--- src/rtl/capture_trigger_if.sv ---
// Sample-stream / FIFO-write bundle for capture_trigger.
// The slave modport is the capture block. The master modport is the
// ADC source together with the FIFO write side.
interface capture_trigger_if #(
    parameter int DATA_W = 8
);
    logic [DATA_W-1:0] sample_i;
    logic              sample_vld_i;
    logic              fifo_full_i;
    logic              wr_en_o;
    logic [DATA_W-1:0] wr_data_o;

    modport slave (
        input  sample_i,
        input  sample_vld_i,
        input  fifo_full_i,
        output wr_en_o,
        output wr_data_o
    );

    modport master (
        output sample_i,
        output sample_vld_i,
        output fifo_full_i,
        input  wr_en_o,
        input  wr_data_o
    );
endinterface

--- src/rtl/capture_trigger.sv ---
// Edge-triggered acquisition front end that feeds the FIFO write port.
// The block waits for an edge trigger on the ADC stream. It then writes a
// programmed number of samples, with a latency of one cycle per write.
// Optional decimation is enabled by the macro CAPTURE_TRIGGER_DECIM_EN.
module capture_trigger #(
    parameter int DATA_W = 8,
    parameter int CNT_W  = 9
) (
    input  logic                clk_i,
    input  logic                rst_i,
    capture_trigger_if.slave    bus,
    input  logic                arm_i,
    input  logic                abort_i,
    input  logic [DATA_W-1:0]   level_i,
    input  logic                slope_i,
    input  logic [CNT_W-1:0]    capture_len_i,
`ifdef CAPTURE_TRIGGER_DECIM_EN
    input  logic [7:0]          decim_i,
`endif
    output logic                busy_o,
    output logic                trig_o,
    output logic                done_o,
    output logic                overflow_o
);

    typedef enum logic [2:0] {
        ST_IDLE    = 3'd0,
        ST_ARMED   = 3'd1,
        ST_WAIT    = 3'd2,
        ST_CAPTURE = 3'd3,
        ST_DONE    = 3'd4
    } state_t;

    state_t            state_q, state_d;
    logic [DATA_W-1:0] level_q, level_d;
    logic              slope_q, slope_d;
    logic [CNT_W-1:0]  len_q, len_d;
    logic [CNT_W:0]    cnt_q, cnt_d;
    logic [DATA_W-1:0] prev_q, prev_d;
    logic              prev_vld_q, prev_vld_d;
    logic              wr_en_q, wr_en_d;
    logic [DATA_W-1:0] wr_data_q, wr_data_d;
    logic              trig_q, trig_d;
    logic              busy_q, busy_d;
    logic              done_q, done_d;
    logic              ovf_q, ovf_d;

    logic              take_s;
    logic              fire_s;
    logic              cap_s;
    logic              arm_now_s;
    logic [CNT_W:0]    target_s;
    logic [CNT_W:0]    cnt_inc_s;

`ifdef CAPTURE_TRIGGER_DECIM_EN
    logic [7:0] decim_q, decim_d;
    logic [7:0] dcnt_q, dcnt_d;
    assign take_s = bus.sample_vld_i && (dcnt_q == decim_q);
`else
    assign take_s = bus.sample_vld_i;
`endif

    // A programmed length of 0 stands for the full 2^CNT_W samples.
    assign target_s  = (len_q == {CNT_W{1'b0}}) ? {1'b1, {CNT_W{1'b0}}} : {1'b0, len_q};
    assign cnt_inc_s = cnt_q + {{CNT_W{1'b0}}, 1'b1};
    assign fire_s    = prev_vld_q && (slope_q ?
                           ((prev_q < level_q) && (bus.sample_i >= level_q)) :
                           ((prev_q > level_q) && (bus.sample_i <= level_q)));

    // Next-state and output decode; abort overrides every other event.
    always_comb begin
        state_d    = state_q;
        level_d    = level_q;
        slope_d    = slope_q;
        len_d      = len_q;
        cnt_d      = cnt_q;
        prev_d     = prev_q;
        prev_vld_d = prev_vld_q;
        wr_en_d    = 1'b0;
        wr_data_d  = wr_data_q;
        trig_d     = 1'b0;
        ovf_d      = ovf_q;
        cap_s      = 1'b0;
        arm_now_s  = 1'b0;

        if (abort_i) begin
            state_d = ST_IDLE;
        end else begin
            case (state_q)
                ST_IDLE, ST_DONE: begin
                    if (arm_i) begin
                        arm_now_s  = 1'b1;
                        level_d    = level_i;
                        slope_d    = slope_i;
                        len_d      = capture_len_i;
                        ovf_d      = 1'b0;
                        prev_vld_d = 1'b0;
                        state_d    = ST_ARMED;
                    end else begin
                        state_d = state_q;
                    end
                end
                ST_ARMED: begin
                    if (take_s) begin
                        prev_d     = bus.sample_i;
                        prev_vld_d = 1'b1;
                        state_d    = ST_WAIT;
                    end else begin
                        state_d = ST_ARMED;
                    end
                end
                ST_WAIT: begin
                    if (take_s && fire_s) begin
                        trig_d  = 1'b1;
                        cap_s   = 1'b1;
                        cnt_d   = {{CNT_W{1'b0}}, 1'b1};
                        state_d = (target_s == {{CNT_W{1'b0}}, 1'b1}) ? ST_DONE : ST_CAPTURE;
                    end else if (take_s) begin
                        prev_d = bus.sample_i;
                    end else begin
                        state_d = ST_WAIT;
                    end
                end
                ST_CAPTURE: begin
                    if (take_s) begin
                        cap_s   = 1'b1;
                        cnt_d   = cnt_inc_s;
                        state_d = (cnt_inc_s == target_s) ? ST_DONE : ST_CAPTURE;
                    end else begin
                        state_d = ST_CAPTURE;
                    end
                end
                default: begin
                    state_d = ST_IDLE;
                end
            endcase
        end

        // A captured sample is dropped (and flagged) when the FIFO is full.
        if (cap_s && bus.fifo_full_i) begin
            ovf_d = 1'b1;
        end else if (cap_s) begin
            wr_en_d   = 1'b1;
            wr_data_d = bus.sample_i;
        end else begin
            wr_en_d = 1'b0;
        end

        busy_d = (state_d == ST_ARMED) || (state_d == ST_WAIT) || (state_d == ST_CAPTURE);
        done_d = (state_d == ST_DONE);
    end

`ifdef CAPTURE_TRIGGER_DECIM_EN
    // Decimation counter: restarted at arm, then advanced on every valid sample.
    always_comb begin
        decim_d = decim_q;
        dcnt_d  = dcnt_q;
        if (arm_now_s) begin
            decim_d = decim_i;
            dcnt_d  = 8'd0;
        end else if (bus.sample_vld_i && (dcnt_q == decim_q)) begin
            dcnt_d = 8'd0;
        end else if (bus.sample_vld_i) begin
            dcnt_d = dcnt_q + 8'd1;
        end else begin
            dcnt_d = dcnt_q;
        end
    end

    // Decimation registers.
    always_ff @(posedge clk_i) begin
        if (!rst_i) begin
            decim_q <= 8'd0;
            dcnt_q  <= 8'd0;
        end else begin
            decim_q <= decim_d;
            dcnt_q  <= dcnt_d;
        end
    end
`endif

    // State and registered-output update with synchronous active-low reset.
    always_ff @(posedge clk_i) begin
        if (!rst_i) begin
            state_q    <= ST_IDLE;
            level_q    <= {DATA_W{1'b0}};
            slope_q    <= 1'b0;
            len_q      <= {CNT_W{1'b0}};
            cnt_q      <= {(CNT_W+1){1'b0}};
            prev_q     <= {DATA_W{1'b0}};
            prev_vld_q <= 1'b0;
            wr_en_q    <= 1'b0;
            wr_data_q  <= {DATA_W{1'b0}};
            trig_q     <= 1'b0;
            busy_q     <= 1'b0;
            done_q     <= 1'b0;
            ovf_q      <= 1'b0;
        end else begin
            state_q    <= state_d;
            level_q    <= level_d;
            slope_q    <= slope_d;
            len_q      <= len_d;
            cnt_q      <= cnt_d;
            prev_q     <= prev_d;
            prev_vld_q <= prev_vld_d;
            wr_en_q    <= wr_en_d;
            wr_data_q  <= wr_data_d;
            trig_q     <= trig_d;
            busy_q     <= busy_d;
            done_q     <= done_d;
            ovf_q      <= ovf_d;
        end
    end

    assign bus.wr_en_o   = wr_en_q;
    assign bus.wr_data_o = wr_data_q;
    assign busy_o        = busy_q;
    assign trig_o        = trig_q;
    assign done_o        = done_q;
    assign overflow_o    = ovf_q;

endmodule

--- src/flat_wrapper.sv ---
// flat-port wrapper written by rule: the top's interface ports become plain ports
module capture_trigger_flat 
#(
    parameter int DATA_W = 8,
    parameter int CNT_W  = 9
)
  (clk_i, rst_i, arm_i, abort_i, level_i, slope_i, capture_len_i, busy_o, trig_o, done_o, overflow_o, bus_sample_i, bus_sample_vld_i, bus_fifo_full_i, bus_wr_en_o, bus_wr_data_o);
  capture_trigger_if #(.DATA_W(DATA_W)) bus_i ();
  input  logic clk_i;
  input  logic rst_i;
  input  logic arm_i;
  input  logic abort_i;
  input  logic [DATA_W-1:0] level_i;
  input  logic slope_i;
  input  logic [CNT_W-1:0] capture_len_i;
  output logic busy_o;
  output logic trig_o;
  output logic done_o;
  output logic overflow_o;
  input wire logic [$bits(bus_i.sample_i)-1:0] bus_sample_i;
  input wire logic [$bits(bus_i.sample_vld_i)-1:0] bus_sample_vld_i;
  input wire logic [$bits(bus_i.fifo_full_i)-1:0] bus_fifo_full_i;
  output wire logic [$bits(bus_i.wr_en_o)-1:0] bus_wr_en_o;
  output wire logic [$bits(bus_i.wr_data_o)-1:0] bus_wr_data_o;
  assign bus_i.sample_i = bus_sample_i;
  assign bus_i.sample_vld_i = bus_sample_vld_i;
  assign bus_i.fifo_full_i = bus_fifo_full_i;
  assign bus_wr_en_o = bus_i.wr_en_o;
  assign bus_wr_data_o = bus_i.wr_data_o;
  capture_trigger #(.DATA_W(DATA_W), .CNT_W(CNT_W)) u_core (.clk_i(clk_i), .rst_i(rst_i), .bus(bus_i), .arm_i(arm_i), .abort_i(abort_i), .level_i(level_i), .slope_i(slope_i), .capture_len_i(capture_len_i), .busy_o(busy_o), .trig_o(trig_o), .done_o(done_o), .overflow_o(overflow_o));
endmodule
--- config.mk ---
export PLATFORM = sky130hd
export DESIGN_NAME = capture_trigger_flat
export DESIGN_NICKNAME = d
export VERILOG_FILES = /design/src/rtl/capture_trigger_if.sv /design/src/rtl/capture_trigger.sv /design/src/flat_wrapper.sv
export SDC_FILE = /design/constraint.sdc
export NUM_CORES = 1
export LEC_CHECK = 0
export ABC_AREA = 1
export CAP_MARGIN = 40
export CORE_UTILIZATION = 54
export CTS_CLUSTER_DIAMETER = 60
export DETAILED_ROUTE_END_ITERATION = 7
export PLACE_DENSITY_LB_ADDON = 0.05
export SETUP_SLACK_MARGIN = 0.02
export SLEW_MARGIN = 20
export SYNTH_ARGS = -nofsm -noshare
export SYNTH_HDL_FRONTEND = slang
export SYNTH_SLANG_ARGS = --single-unit
--- constraint.sdc ---
create_clock -name clk_i -period 2.5 [get_ports clk_i]
set_input_delay 0.5 -clock clk_i [delete_from_list [all_inputs] [get_ports clk_i]]
set_output_delay 0.5 -clock clk_i [all_outputs]
set_load 0.02 [all_outputs]
## Word-level counts from Yosys, hierarchy flattened

Cells that the tools add are included.

- $add $sub $neg: 1
- $lt $le $gt $ge: 4
- Eq/ne operators: 16
- Multiplexer cells: 28
- Bitwise gates (word level): 4
- Reductions and logical operators: 23

Operators by type and width:

| kind | number |
|---|---|
| 10-bit two-way mux | 3 |
| 3-bit two-way mux | 7 |
| 10-bit case mux with 2 select lines | 1 |
| 8-bit two-way mux | 2 |
| 8-bit case mux with 2 select lines | 1 |
| 3-bit by 2-bit equality test with 1-bit output, second input constant | 4 |
| 3-bit case mux with 4 select lines | 1 |
| 10-bit by 1-bit adder with 10-bit output, second input constant | 1 |
| 10-bit by 1-bit equality test with 1-bit output, second input constant | 1 |
| 10-bit equality test | 1 |
| 1-bit two-way mux | 10 |
| 2-bit nonzero test | 5 |
| 9-bit zero test | 1 |
| 3-bit AND reduction | 3 |
| 8-bit >= comparator | 1 |
| 8-bit > comparator | 1 |
| 8-bit less-or-equal comparator | 1 |
| 8-bit less-than comparator | 1 |
| 2-bit != test, second input constant | 4 |
| 4-bit AND reduction | 2 |
| 3-bit by 1-bit equality test with 1-bit output, second input constant | 2 |
| 3-bit equality test, second input constant | 2 |
| 1-bit logical AND | 5 |
| 2-bit by 1-bit != test with 1-bit output, second input constant | 2 |
| 8 further kinds | 14 |

- Register bits after elaboration: 53
- Bits of input ports: 32
- Output and inout port bits: 13
- Word-level logic and storage cells: 89

## Depth between registers and ports, before layout

- Depth after elaboration: 11
- Gate-level depth with buffers: 19
- Depth with buffers taken out: 19

## Worst setup path after synthesis

No wires, ideal clock.

- Path kind: input -> register
- Start point: input port bus_sample_i[7]
- End point: register u_core.cnt_q[1]
- Library setup time: 0.121 ns
- Data arrival time: 1.933 ns
- Required time: 2.379 ns
- Path slack: 0.445 ns
- Stages on the path: 13
- Cells stage by stage: ha_1 a21o_1 nor2_1 nand2_1 nand2_1 nand2_1 nand2_2 nand4_2 nand2_2 nand2_4 buf_6 a21oi_1 nor3_1

- Longest elaborated chain between the ends: 7
- Elaborated cells between the ends (all ways): 9
- Those cells by class: order compare: 2; eq/ne: 1; mux: 1; reduce/logical: 5

Ends and longest elaborated chain:

| item | RTL line | text |
|---|---|---|
| start: declaration | flat_wrapper.sv:20 | `input wire logic [$bits(bus_i.sample_i)-1:0] bus_sample_i;` |
| 8-bit less-or-equal comparator / 8-bit >= comparator (equally long branches) | capture_trigger.sv:68, capture_trigger.sv:67 |  |
| 1-bit logical AND (on tied branches) | capture_trigger.sv:68, capture_trigger.sv:67 |  |
| 1-bit two-way mux * | capture_trigger.sv:66 | `assign fire_s = prev_vld_q && (slope_q ?` |
| 1-bit logical AND * | capture_trigger.sv:66 |  |
| 1-bit logical AND * | capture_trigger.sv:113 | `if (take_s && fire_s) begin` |
| 2-bit by 1-bit != test with 1-bit output (no line) * | -- |  |
| 4-bit AND reduction (no line) * | -- |  |
| end signal: assignment | capture_trigger.sv:189 | `cnt_q <= {(CNT_W+1){1'b0}};` |
| end signal: assignment | capture_trigger.sv:203 | `cnt_q <= cnt_d;` |
| end: declaration | capture_trigger.sv:38 | `logic [CNT_W:0] cnt_q, cnt_d;` |

Every way passes the cells marked *; elsewhere a longest branch is shown, timed or not.
A chain may end at the register's enable or synchronous reset.

## Final worst setup path

- Start point: input port bus_sample_i[7]
- End point: register u_core.wr_data_q[4] (netlist: u_core.bus.wr_data_o[4])

- Longest elaborated chain between the ends: 11
- Elaborated cells between the ends (all ways): 13
- Those cells by class: order compare: 2; mux: 4; bitwise: 1; reduce/logical: 6

Ends and longest elaborated chain:

| item | RTL line | text |
|---|---|---|
| 8-bit less-or-equal comparator / 8-bit >= comparator (equally long branches) | capture_trigger.sv:68, capture_trigger.sv:67 |  |
| 1-bit logical AND (on tied branches) | capture_trigger.sv:68, capture_trigger.sv:67 |  |
| 1-bit two-way mux * | capture_trigger.sv:66 |  |
| 1-bit logical AND * | capture_trigger.sv:66 |  |
| 1-bit logical AND * | capture_trigger.sv:113 |  |
| 1-bit two-way mux * | capture_trigger.sv:113 |  |
| 1-bit case mux with 2 select lines * | capture_trigger.sv:89 | `case (state_q)` |
| 1-bit two-way mux * | capture_trigger.sv:86 | `if (abort_i) begin` |
| 1-bit logical AND | capture_trigger.sv:140 | `if (cap_s && bus.fifo_full_i) begin` |
| 1-bit inverter (no line) | -- |  |
| 2-bit AND reduction (no line) * | -- |  |
| end signal: assignment | capture_trigger.sv:193 | `wr_data_q <= {DATA_W{1'b0}};` |
| end signal: assignment | capture_trigger.sv:207 | `wr_data_q <= wr_data_d;` |
| end: declaration | capture_trigger.sv:42 | `logic [DATA_W-1:0] wr_data_q, wr_data_d;` |

Marked as above.

==> out/results.ini <==
[pwr]
total_power_w=0.00170
cellPowerDensity_nw_per_um2=457
irDropWorstVdd_v=0.000415
leakage_nw=1.54

[clock_network]
clockRootBuffer=clkbuf_8
post_cts_buffers=0
holdBufCountCts=0
clk-insertion-delay-late_ns=0.30
cts_htree_levels=2
clockBufferDepth=2
numCtsBuffers=5
cts_tree=done
cts_sinks=53
cts-resized-gates=0
clkSlewWorstSetupHoldPaths_ns=0.09

[drt]
vias=3015
drt-total-wl_mm=7.36
dr.pass1.iters=5
drc=0
vias_per_cell=5.37
drtAntennaViolNets=0
first_iter_violations=267
wl_per_cell_um=13.1

[outcome]
outcome=completed

[finish]
nets=539
drive_gt1_frac=0.110
areaGrowthSynthToFinish_pct=26.8
final_area_um2=3710
n_antenna_cell=0
fin_util=0.717

[setup_path]
cp.depth=13
path_buf_inv=2
start_kind=input port
crit_path_max_incr_delay_ns=0.43
crit_family=simple AND/OR/NAND/NOR gates
critPathSlowestCell=clkdlybuf4s50_1
worstRegToRegCells=14
path_cells=clkdlybuf4s50_1 -> ha_1 -> nand2_2 -> nor2_2 -> nand4_1 -> nand3_1 -> nand2_1 -> nand2_1 -> nand4_4 -> nand2_4 -> buf_4 -> nand4_1 -> a21oi_2
cp.required_ns=2.73
criticalPathCategory=input port to register
end_kind=register
worstPathArrival_ns=2.55
path_max_fanout=9

[place]
post-place-ws_ns=-0.164
hpwl_mm=5.62
gp_congestion=0.921
place_area_um2=3540
io_buffers=44

[synth]
yosys.area_share.adder=0.0727
synth_top_cell_area_share=0.363
synth_cells=429
synth-xor-area-share=0.00599
yosys.cell_types.count=28
yosysWarnings=0
syn_nets=478
ys_ff_latch=53
ys_top_cells_by_area=dfxtp_1 36%, nand2_1 12%, a21oi_1 9.4%
synth_area_per_cell_um2=6.82
synth_compound_area_frac=0.163
seq_area_frac_synth=0.363
synthSimpleGateAreaFrac=0.305
yosysTopAreaCell=dfxtp_1
netlist_area_um2=2920
synth_top_family_by_area=simple AND/OR/NAND/NOR gates
synthMuxAreaShare=0

[floorplan]
num_io_pins=45
die_area_um2=5710
num_rows=26
die_w_um=75.6
die_y_um=75.6
core_area_um2=5170
start_util=0.565

[timing]
hold_violations=0
fin_skew_ns=0.00835
fmax_mhz=431
fin_crit_ns=2.32
slew_headroom=0.653
fin_crit_sh=0.929
fin_ws_ns=0.179
setup_viol=0
finalMaxSlewViolations=0
rsz0062_at_grt=no
tightestPinTransition_ns=0.517

[global_route]
grtUsageTotal=0.272
grt_pass1_vias=2645
gr-total-overflow=0
grt_max_degree=35
grt_pass1_wl_mm=11.7
antenna_found_initial=0

[run]
drv_cap=0

[worst_hold_path]
worstHoldPathType=register to register
hold_depth=2

-- Yosys cell counts --
master    instances
a211oi_1          1
a21o_1            1
a21oi_1          55
buf_6             1
buf_8             1
clkbuf_1          7
clkbuf_8          1
clkinv_1          3
dfxtp_1          53
ha_1             17
inv_1            49
inv_2             1
nand2_1          94
nand2_2           5
nand2_4           1
nand3_1          26
nand3_2           1
nand4_1          15
nand4_2           1
nor2_1           43
nor2_2            3
nor2_4            1
nor3_1            6
nor3_2            1
nor4_1            1
o21ai_0          37
or2_2             2
xnor2_1           2
-- layer usage --
metal	up-vias	wire length [um]	track usage
met2	83	3280	0.439
met3	6	372	0.0450
met4	0	42	0.0658
li1	1536	-	-
met5	-	0	0
met1	1390	3670	0.379
-- through the flow --
step / cells / setup TNS (ns) / hold WS, ns
floorplan: 429 / 0 / 0.435
global placement: 553 / -2.36 / 0.443
detailed placement: 553 / -4.12 / 0.442
CTS: 561 / 0 / 0.462
global route: 561 / 0 / 0.477
finish: 561 / 0 / 0.462
-- power breakdown --
group / leakage (nW) / switching, W / internal, W
clock: 0.0374 / 0.000278 / 0.000198
combinational: 1.08 / 0.000180 / 0.000150
sequential: 0.431 / 0.0000186 / 0.000871
total: 1.54 / 0.000477 / 0.00122
-- worst paths after layout --
path / slack [ns] / endpoint / start
hold / removal: 0.46 / u_core.prev_vld_q / u_core.prev_vld_q
setup reg to reg: 0.31 / u_core.bus.wr_data_o[4] / u_core.level_q[7]
setup / recovery: 0.18 / u_core.bus.wr_data_o[4] / bus_sample_i[7]
hold reg to reg: 0.46 / u_core.prev_vld_q / u_core.prev_vld_q
-- tightest hold or removal path, delay by kind of cell, from the launching register on --
kind | cells | cell delay [ns]
compound gates | 1 | 0.06
flops | 1 | 0.32
buf+inv | 1 | 0.05
-- logic make-up (layout without fill, tap and decap cells) --
| logic type | after synthesis | after routing |
|---|---|---|
| AOI/OAI and AO/OA | 94 | 94 |
| xor gates and xnor gates | 2 | 2 |
| adders and majority gates | 17 | 17 |
| buffers and inverters | 63 | 125 |
| DFF | 53 | 53 |
| and+or+nand+nor | 200 | 200 |
-- area by class of cell --
cell class,instances,area (um2)
Clock inverter,2,15.0
Timing Repair Buffer,64,598
Clock buffer,6,72.6
Sequential cell,53,1060
Inverter,53,199
Fill cell,399,1460
Tap cell,70,87.6
Multi-Input combinational cell,313,1680
-- placed cells by master, fill, tap and decap left out --
master,n
nand3_2,2
nor2_2,5
a21o_1,1
a21oi_2,3
clkbuf_8,5
inv_2,1
a211oi_1,1
nand3_1,25
nand4_1,15
or2_2,2
o21ai_0,34
ha_1,14
dfxtp_1,53
ha_4,3
clkbuf_1,1
clkinv_1,3
nor2_4,1
nor3_1,6
clkinvlp_4,2
inv_1,49
nor2_1,41
o21ai_1,3
nand4_4,1
nor3_2,1
nor4_1,1
buf_4,20
nand2_1,92
dlymetal6s2s_1,3
clkdlybuf4s50_1,41
nand2_2,6
a21oi_1,52
xnor2_1,2
nand2_4,2
-- registers in the layout, indices dropped and copies added, names as in the netlist, 3 cells and up --
| name | cells |
|---|---|
| u_core.state_q | 3 |
| u_core.cnt_q | 10 |
| u_core.len_q | 9 |
| u_core.prev_q | 8 |
| u_core.bus.wr_data_o | 8 |
| u_core.level_q | 8 |
Power figures use the tool's default switching activity.
